$ cat src/rtl/seg_counter_scan.sv
// seg_counter_scan: NUM_DIGITS hex/BCD up/down counter driving a
// time-multiplexed common-anode seven-segment display bank.
module seg_counter_scan #(
    parameter int NUM_DIGITS = 8,
    parameter int TICK_DIV   = 50_000_000,
    parameter int SCAN_DIV   = 100_000,
    parameter int BCD        = 0
) (
    input  logic                    clk,
    input  logic                    rst_n,
    input  logic                    en,
    input  logic                    isUP,
    input  logic                    load,
    input  logic [4*NUM_DIGITS-1:0] load_val,
    input  logic [NUM_DIGITS-1:0]   dp_sel,
    output logic [4*NUM_DIGITS-1:0] value,
    output logic                    wrap,
    output logic [6:0]              out,
    output logic [NUM_DIGITS-1:0]   an_out,
    output logic                    dp
);

    localparam int PW = (TICK_DIV > 1) ? $clog2(TICK_DIV) : 1;
    localparam int SW = (SCAN_DIV > 1) ? $clog2(SCAN_DIV) : 1;
    localparam int IW = (NUM_DIGITS > 1) ? $clog2(NUM_DIGITS) : 1;

    localparam logic [PW-1:0] PRE_LAST  = PW'(TICK_DIV - 1);
    localparam logic [SW-1:0] SCAN_LAST = SW'(SCAN_DIV - 1);
    localparam logic [IW-1:0] IDX_LAST  = IW'(NUM_DIGITS - 1);
    localparam logic [3:0]    DIG_MAX   = (BCD != 0) ? 4'd9 : 4'd15;

    logic [PW-1:0]           presc;
    logic [SW-1:0]           scan_cnt;
    logic [IW-1:0]           idx;
    logic                    tick;
    logic                    carry;
    logic [4*NUM_DIGITS-1:0] next_value;
    logic [NUM_DIGITS-1:0]   an_next;
    logic [3:0]              cur_digit;

    function automatic logic [6:0] seg7(input logic [3:0] d);
        logic [6:0] s;
        unique case (d)
            4'h0: s = 7'b0000001;
            4'h1: s = 7'b1001111;
            4'h2: s = 7'b0010010;
            4'h3: s = 7'b0000110;
            4'h4: s = 7'b1001100;
            4'h5: s = 7'b0100100;
            4'h6: s = 7'b0100000;
            4'h7: s = 7'b0001111;
            4'h8: s = 7'b0000000;
            4'h9: s = 7'b0000100;
            4'hA: s = 7'b0001000;
            4'hB: s = 7'b1100000;
            4'hC: s = 7'b0110001;
            4'hD: s = 7'b1000010;
            4'hE: s = 7'b0110000;
            4'hF: s = 7'b0111000;
        endcase
        return s;
    endfunction

    assign tick = en && (presc == PRE_LAST);

    // Ripple carry/borrow; carry out of the top digit marks a full wrap.
    always_comb begin
        logic [3:0] d;
        d          = 4'd0;
        next_value = value;
        carry      = 1'b1;
        for (int i = 0; i < NUM_DIGITS; i++) begin
            d = value[4*i +: 4];
            if (carry) begin
                if (isUP) begin
                    if (d >= DIG_MAX) begin
                        d = 4'd0;
                    end else begin
                        d     = d + 4'd1;
                        carry = 1'b0;
                    end
                end else begin
                    if (d == 4'd0) begin
                        d = DIG_MAX;
                    end else begin
                        d     = d - 4'd1;
                        carry = 1'b0;
                    end
                end
            end
            next_value[4*i +: 4] = d;
        end
    end

    always_ff @(posedge clk) begin
        if (!rst_n) begin
            presc <= '0;
            value <= '0;
            wrap  <= 1'b0;
        end else if (load) begin
            presc <= '0;
            value <= load_val;
            wrap  <= 1'b0;
        end else begin
            wrap <= tick && carry;
            if (tick) begin
                presc <= '0;
                value <= next_value;
            end else if (en) begin
                presc <= presc + 1'b1;
            end
        end
    end

    always_ff @(posedge clk) begin
        if (!rst_n) begin
            scan_cnt <= '0;
            idx      <= '0;
        end else if (scan_cnt == SCAN_LAST) begin
            scan_cnt <= '0;
            idx      <= (idx == IDX_LAST) ? '0 : idx + 1'b1;
        end else begin
            scan_cnt <= scan_cnt + 1'b1;
        end
    end

    always_comb begin
        an_next = '1;
        for (int i = 0; i < NUM_DIGITS; i++) begin
            if (idx == IW'(i)) an_next[i] = 1'b0;
        end
    end

    assign cur_digit = value[{idx, 2'b00} +: 4];

    // Anode, segments and dp share one register stage so they never skew.
    always_ff @(posedge clk) begin
        if (!rst_n) begin
            an_out <= '1;
            out    <= 7'b1111111;
            dp     <= 1'b1;
        end else begin
            an_out <= an_next;
            out    <= seg7(cur_digit);
            dp     <= ~dp_sel[idx];
        end
    end

endmodule
$ cat config.mk
export PLATFORM = sky130hd
export DESIGN_NAME = seg_counter_scan
export DESIGN_NICKNAME = d
export VERILOG_FILES = /design/src/rtl/seg_counter_scan.sv
export SDC_FILE = /design/constraint.sdc
export NUM_CORES = 1
export LEC_CHECK = 0
export CAP_MARGIN = 20
export CORE_UTILIZATION = 35
export CTS_CLUSTER_DIAMETER = 30
export DETAILED_ROUTE_END_ITERATION = 10
export GPL_ROUTABILITY_DRIVEN = 0
export PLACE_DENSITY = 0.59
export SYNTH_ARGS = -nofsm -noshare
export SYNTH_HDL_FRONTEND = slang
export SYNTH_SLANG_ARGS = --single-unit
$ cat constraint.sdc
create_clock -name clk -period 6.3 [get_ports clk]
set_input_delay 0.63 -clock clk [delete_from_list [all_inputs] [get_ports clk]]
set_output_delay 0.63 -clock clk [all_outputs]
set_load 0.05 [all_outputs]
==> flow_summary.ini, run 1 <==
[placement]
dpl.hpwl_mm = 11.0
port_buffers = 93

[cells_and_area]
multi_input_area_um2 = 3760
final_core_util = 0.440
fillCellCount = 1632
finalNetCount = 846
seqCellArea_um2 = 1900
area_growth_pct = 22.5
drive_above_1_share = 0.0637
antenna_cells = 0

[synth]
synth_top_family_by_area = simple AND/OR/NAND/NOR gates
synth.avg_cell_area_um2 = 8.51
ys_ff_latch = 95
synth_xor_area_frac = 0.0720
syn_nets = 781
synth_commonest_cells = 95 x dfxtp_1, 77 x nor2_1, 53 x nand2_1
synthMostInstantiatedCell = dfxtp_1
yosys.area_share.simple = 0.241
ys_seq_area_frac = 0.319
synthFlopType = dfxtp_1
synth_async_sr_flop_share = 0
synth_compound_area_frac = 0.159
syn_inst = 700
yosys.area_share.adder = 0.0756
synth_warnings = 0
synth_largest_area_cell = dfxtp_1
synth_edf_count = 0
synth_top_area_frac = 0.319
synth_area_um2 = 5960
ys_types = 64
muxShareOfSynthArea = 0.0846
yosys-top-cells-area = dfxtp_1 32%, ha_1 7.6%, mux4_2 4.9%

[clock_tree]
clock-sinks = 95
cts_root_buffer = clkbuf_16
clockBufferDepth = 2
clock_latency_ns = 0.35
cts_tree = built
post_cts_buffers = 0
cts_buffers = 9
post_cts_resized = 0
hold_buffers = 0
cts-htree-levels = 3
clk_pin_slew_worst_paths_ns = 0.06

[timing]
fin_crit_ns = 3.19
final-hold-violation-count = 0
tns_ns = 0
relSlewSlack = 0.359
fin_crit_sh = 0.506
worst_pin_slew_ns = 0.934
skew_ns = 0.00702
fmax_mhz = 314
finalSetupViolCount = 0
slew_viol_final = 0
rsz0062_at_grt = false

[drt]
drtIter0Drc = 279
ant_nets = 0
vias = 5356
wl_mm = 15.3
drt_first_pass_iters = 4
vias_per_cell = 5.42
drc_errors = 0
wl_per_cell_um = 15.5

[setup_path]
crit_required_ns = 6.56
worstSetupPathType = in -> reg
critPathArrivalTime_ns = 3.45
startpoint_type = input port
crit_path_end_kind = flop
cp_max_fo = 43

[global_route]
antenna_found_initial = 0
grt_overflow = 0
track_usage = 0.178
first_global_vias = 5052
grt_max_degree = 66
grt_pass1_wl_mm = 25.3

[hold_path]
hp-class = reg -> reg

[pwr]
leakage_uw = 0.00270
power_density_nw_per_um2 = 205
peakVddDrop_v = 0.000130

[die]
fp-row-count = 47
core_area_um2 = 16600
die_w_um = 132
start_util = 0.359
num_io_pins = 94
dieArea_um2 = 17500
fp.dieH_um = 132

[outcome]
status = complete, no violations

[flow_run]
maxCapViolations = 0
## per-layer routing
metal  vias up  share of wire  global-route usage
met1      2536           0.49               0.240
met4         0          0.021              0.0747
li1       2670              -                   -
met2       129           0.45               0.283
met3        21          0.040              0.0299
met5         -              0                   0
## sequential cells by signal, indices dropped and copies added, names as in the netlist
register,count
dp,1
presc,26
value,32
out,7
an_out,8
wrap,1
idx,3
scan_cnt,17
## through the flow
step / hold slack (ns) / setup slack [ns] / cell area (µm²) / cells / power (µW)
finish: 0.477 / 3.11 / 7300 / 989 / 1500
global route: 0.500 / 2.79 / 7300 / 989 / 1570
CTS: 0.485 / 3.08 / 7290 / 988 / 1510
detailed placement: 0.470 / 2.68 / 7010 / 973 / 975
floorplan: 0.430 / 3.59 / 5960 / 700 / 870
global placement: 0.445 / 2.85 / 7010 / 973 / 968
## critical path, cell delays in order
cell and delay [ns]:
clkdlybuf4s50_1 0.46, buf_4 0.38, clkinv_1 0.62, nor2_1 0.45, nand2_1 0.59, a21oi_1 0.29
## cell families (layout without fill, tap and decap cells)
group	count (synthesis)	after routing
compound gates	139	139
simple gates	273	273
mux	34	34
xor+xnor	49	49
flops	95	95
fa+ha+maj	36	36
buf+inv	74	143
## path summary, 6_finish.rpt
path | to | depth (start not counted) | slack (ns) | startpoint
hold reg to reg | scan_cnt[0] | 1 | 0.48 | scan_cnt[0]
setup / recovery | presc[25] | 6 | 3.11 | rst_n
hold / removal | scan_cnt[0] | 1 | 0.48 | scan_cnt[0]
setup reg to reg | value[30] | 7 | 3.30 | value[8]
## final cells by class
cell class                 instances  share of cell area
multi-input combinational        531               0.516
tap                              220              0.0377
inverter                          30              0.0154
clock inverter                     4             0.00651
timing repair buffer              98               0.132
clock buffer                      11              0.0319
sequential                        95               0.261
## placed cells by master, fill, tap and decap left out, types with 25 or more instances in the layout
cell type / synthesis / routed
a21oi_1: 25 / 25
xor2_1: 29 / 29
inv_1: 27 / 27
o21ai_0: 31 / 31
ha_1: 36 / 36
clkdlybuf4s50_1: 0 / 92
dfxtp_1: 95 / 95
nor2_1: 77 / 77
nand2_1: 53 / 53
nand3_1: 36 / 36
## power breakdown
part           internal (µW)  leakage (µW)  total (µW)  switching, µW
combinational            128       0.00178         299            171
sequential               622      0.000777         664           41.7
clock                    304      0.000135         533            228
total                   1050       0.00270        1500            441
Note: power is estimated with default switching activity, not from simulation.
==> inputs of run 2 (changes only) <==
--- a/config.mk
+++ b/config.mk
@@ -10,7 +10,7 @@
 export CTS_CLUSTER_DIAMETER = 30
 export DETAILED_ROUTE_END_ITERATION = 10
 export GPL_ROUTABILITY_DRIVEN = 0
-export PLACE_DENSITY = 0.59
+export PLACE_DENSITY = 0.61
 export SYNTH_ARGS = -nofsm -noshare
 export SYNTH_HDL_FRONTEND = slang
 export SYNTH_SLANG_ARGS = --single-unit
==> constraint.sdc (replaced) <==
create_clock -name clk -period 2.55 [get_ports clk]
set_input_delay 0.255 -clock clk [delete_from_list [all_inputs] [get_ports clk]]
set_output_delay 0.255 -clock clk [all_outputs]
set_load 0.05 [all_outputs]
==> run 2 against run 1 <==
Net effect: combinational power increased to 2.8 times the previous value; via count increased by 2.4%; critical path type is now reg -> reg; hold slack worse by 0.040 ns; final cell count is 6.1% higher; critical path depth is 2 higher; sequential power rose by 140%; largest power group unchanged.
==> flow_summary.ini, run 2 (same netlist as run 1, synthesis figures left out) <==
[timing]
rsz0062_at_grt = true
hold_slack_ns = 0.437
fin_crit_sh = 0.962
finalSetupViolCount = 0
relSlewSlack = 0.562
worst_pin_slew_ns = 0.654
final-hold-violation-count = 0
fmax_mhz = 408
slew_viol_final = 0
post-route-worst-setup-slack_ns = 0.0969
skew_ns = 0.0101
fin_crit_ns = 2.45

[drt]
drt_first_pass_iters = 4
vias_per_cell = 5.23
vias = 5484
wl_per_cell_um = 15.0
wl_mm = 15.7
drtIter0Drc = 298
ant_nets = 0
drc_errors = 0

[global_route]
grt_overflow = 0
track_usage = 0.182
grt_max_degree = 35
grt_pass1_wl_mm = 25.5
antenna_found_initial = 0
first_global_vias = 4958

[cells_and_area]
largest_register_ffs = 32
largestRegisters = value: 32 flops, presc: 26 flops, scan_cnt: 17 flops
antenna_cells = 0
finalNetCount = 905
area_growth_pct = 31.3
final_common_cell = clkdlybuf4s50_1
fin_cells = 1049
drive_above_1_share = 0.142
final_cell_mix = 92 x clkdlybuf4s50_1, 89 x dfxtp_1, 77 x nor2_1
largest_register = value

[die]
fp.dieH_um = 132
start_util = 0.359
die_w_um = 132
fp-row-count = 47
num_io_pins = 94
core_area_um2 = 16600
dieArea_um2 = 17500

[setup_path]
crit_required_ns = 2.81
crit_path_end_kind = flop
reg2reg_slack_ns = 0.1
critical_path.top_delay_family = simple AND/OR/NAND/NOR gates
crit_slowest_cell = or4b_2
path_buf_inv = 2
critPathArrivalTime_ns = 2.71
r2r_start = value[12]
slowest_delay_ns = 0.60
ff2ff_path_depth = 8
cp_max_fo = 7
startpoint_type = flop
cp_cell_sequence = inv_1 -> ha_2 -> or4b_2 -> a22oi_2 -> nand4_4 -> buf_12 -> or2_2 -> o311ai_1
r2r_end = value[31]
worstSetupPathType = reg -> reg

[hold_path]
hp-class = in -> reg
min_path_cells = 4
min_to = value[1]
hold_start = isUP

[pwr]
power_density_nw_per_um2 = 496
leakage_uw = 0.00303
peakVddDrop_v = 0.000315
finalPower_uw = 3880

[clock_tree]
cts_buffers = 9
clock_latency_ns = 0.35
cts-htree-levels = 3
clock-sinks = 95
clockBufferDepth = 2
cts_root_buffer = clkbuf_16
hold_buffers = 0
clk_pin_slew_worst_paths_ns = 0.07
cts_tree = built

[flow_run]
maxCapViolations = 0

[placement]
port_buffers = 93
dp_slack_ns = 0.0459
dpl.hpwl_mm = 11.5
dp.cells = 1028

[outcome]
status = complete, no violations
==> run 2: area by class of cell <==
cell class,count,area [µm²]
Clock inverter,4,51.3
Sequential cell,95,1910
Inverter,30,113
Tap cell,220,275
Fill cell,1616,8760
Timing Repair Buffer,156,1420
Clock buffer,12,267
Multi-Input combinational cell,532,3780
==> run 2: how the worst max path moves through the flow <==
stage                 to  slack (ns)       from  cells after the start
2_1_floorplan  value[22]       -0.01   value[5]                      8
3_3_place_gp   value[22]        0.07   value[8]                      8
3_5_place_dp   value[22]        0.05   value[9]                      8
4_1_cts        value[22]        0.02   value[9]                      8
5_1_grt        value[10]       -0.04   value[4]                      8
6_report       value[31]         0.1  value[12]                      8
==> run 2: where the power goes <==
| group | internal [µW] | switching, µW | leakage, µW | total, µW |
|---|---|---|---|---|
| registers | 1540 | 58.7 | 0.000779 | 1600 |
| logic | 368 | 480 | 0.00209 | 848 |
| clock network | 843 | 595 | 0.000155 | 1440 |
==> run 2: worst reg2reg max path, delay by kind of cell, from the launching register on <==
family                   cells  cell delay (ns)
buffers and inverters        2             0.26
AO/OA/AOI/OAI                2             0.49
flip-flops                   1             0.32
AND/OR/NAND/NOR              3             1.09
adder cells (fa/ha/maj)      1             0.20
==> run 2: metrics by stage <==
step | utilization | TNS, ns | instance area [µm²]
2_1_floorplan | - | -0.00959 | 5970
3_5_place_dp | 0.449 | 0 | 7440
5_1_grt | 0.472 | -0.0795 | 7820
3_3_place_gp | 0.449 | 0 | 7440
4_1_cts | 0.468 | 0 | 7760
6_report | 0.472 | 0 | 7820
==> run 2: metal layers <==
| metal | part of all wire | global-route usage | routed length, µm |
|---|---|---|---|
| met1 | 0.50 | 0.258 | 7890 |
| met2 | 0.44 | 0.279 | 6940 |
| met3 | 0.043 | 0.0341 | 671 |
| met4 | 0.013 | 0.0536 | 209 |
| met5 | 0 | 0 | 0 |
==> run 2: timing repair <==
| item | CTS | global route |
|---|---|---|
| resized for setup | 0 | 2 |
| setup buffers | 0 | 4 |
| endpoints found under the hold margin | 0 | 0 |
| setup endpoints to repair | 0 | 12 |
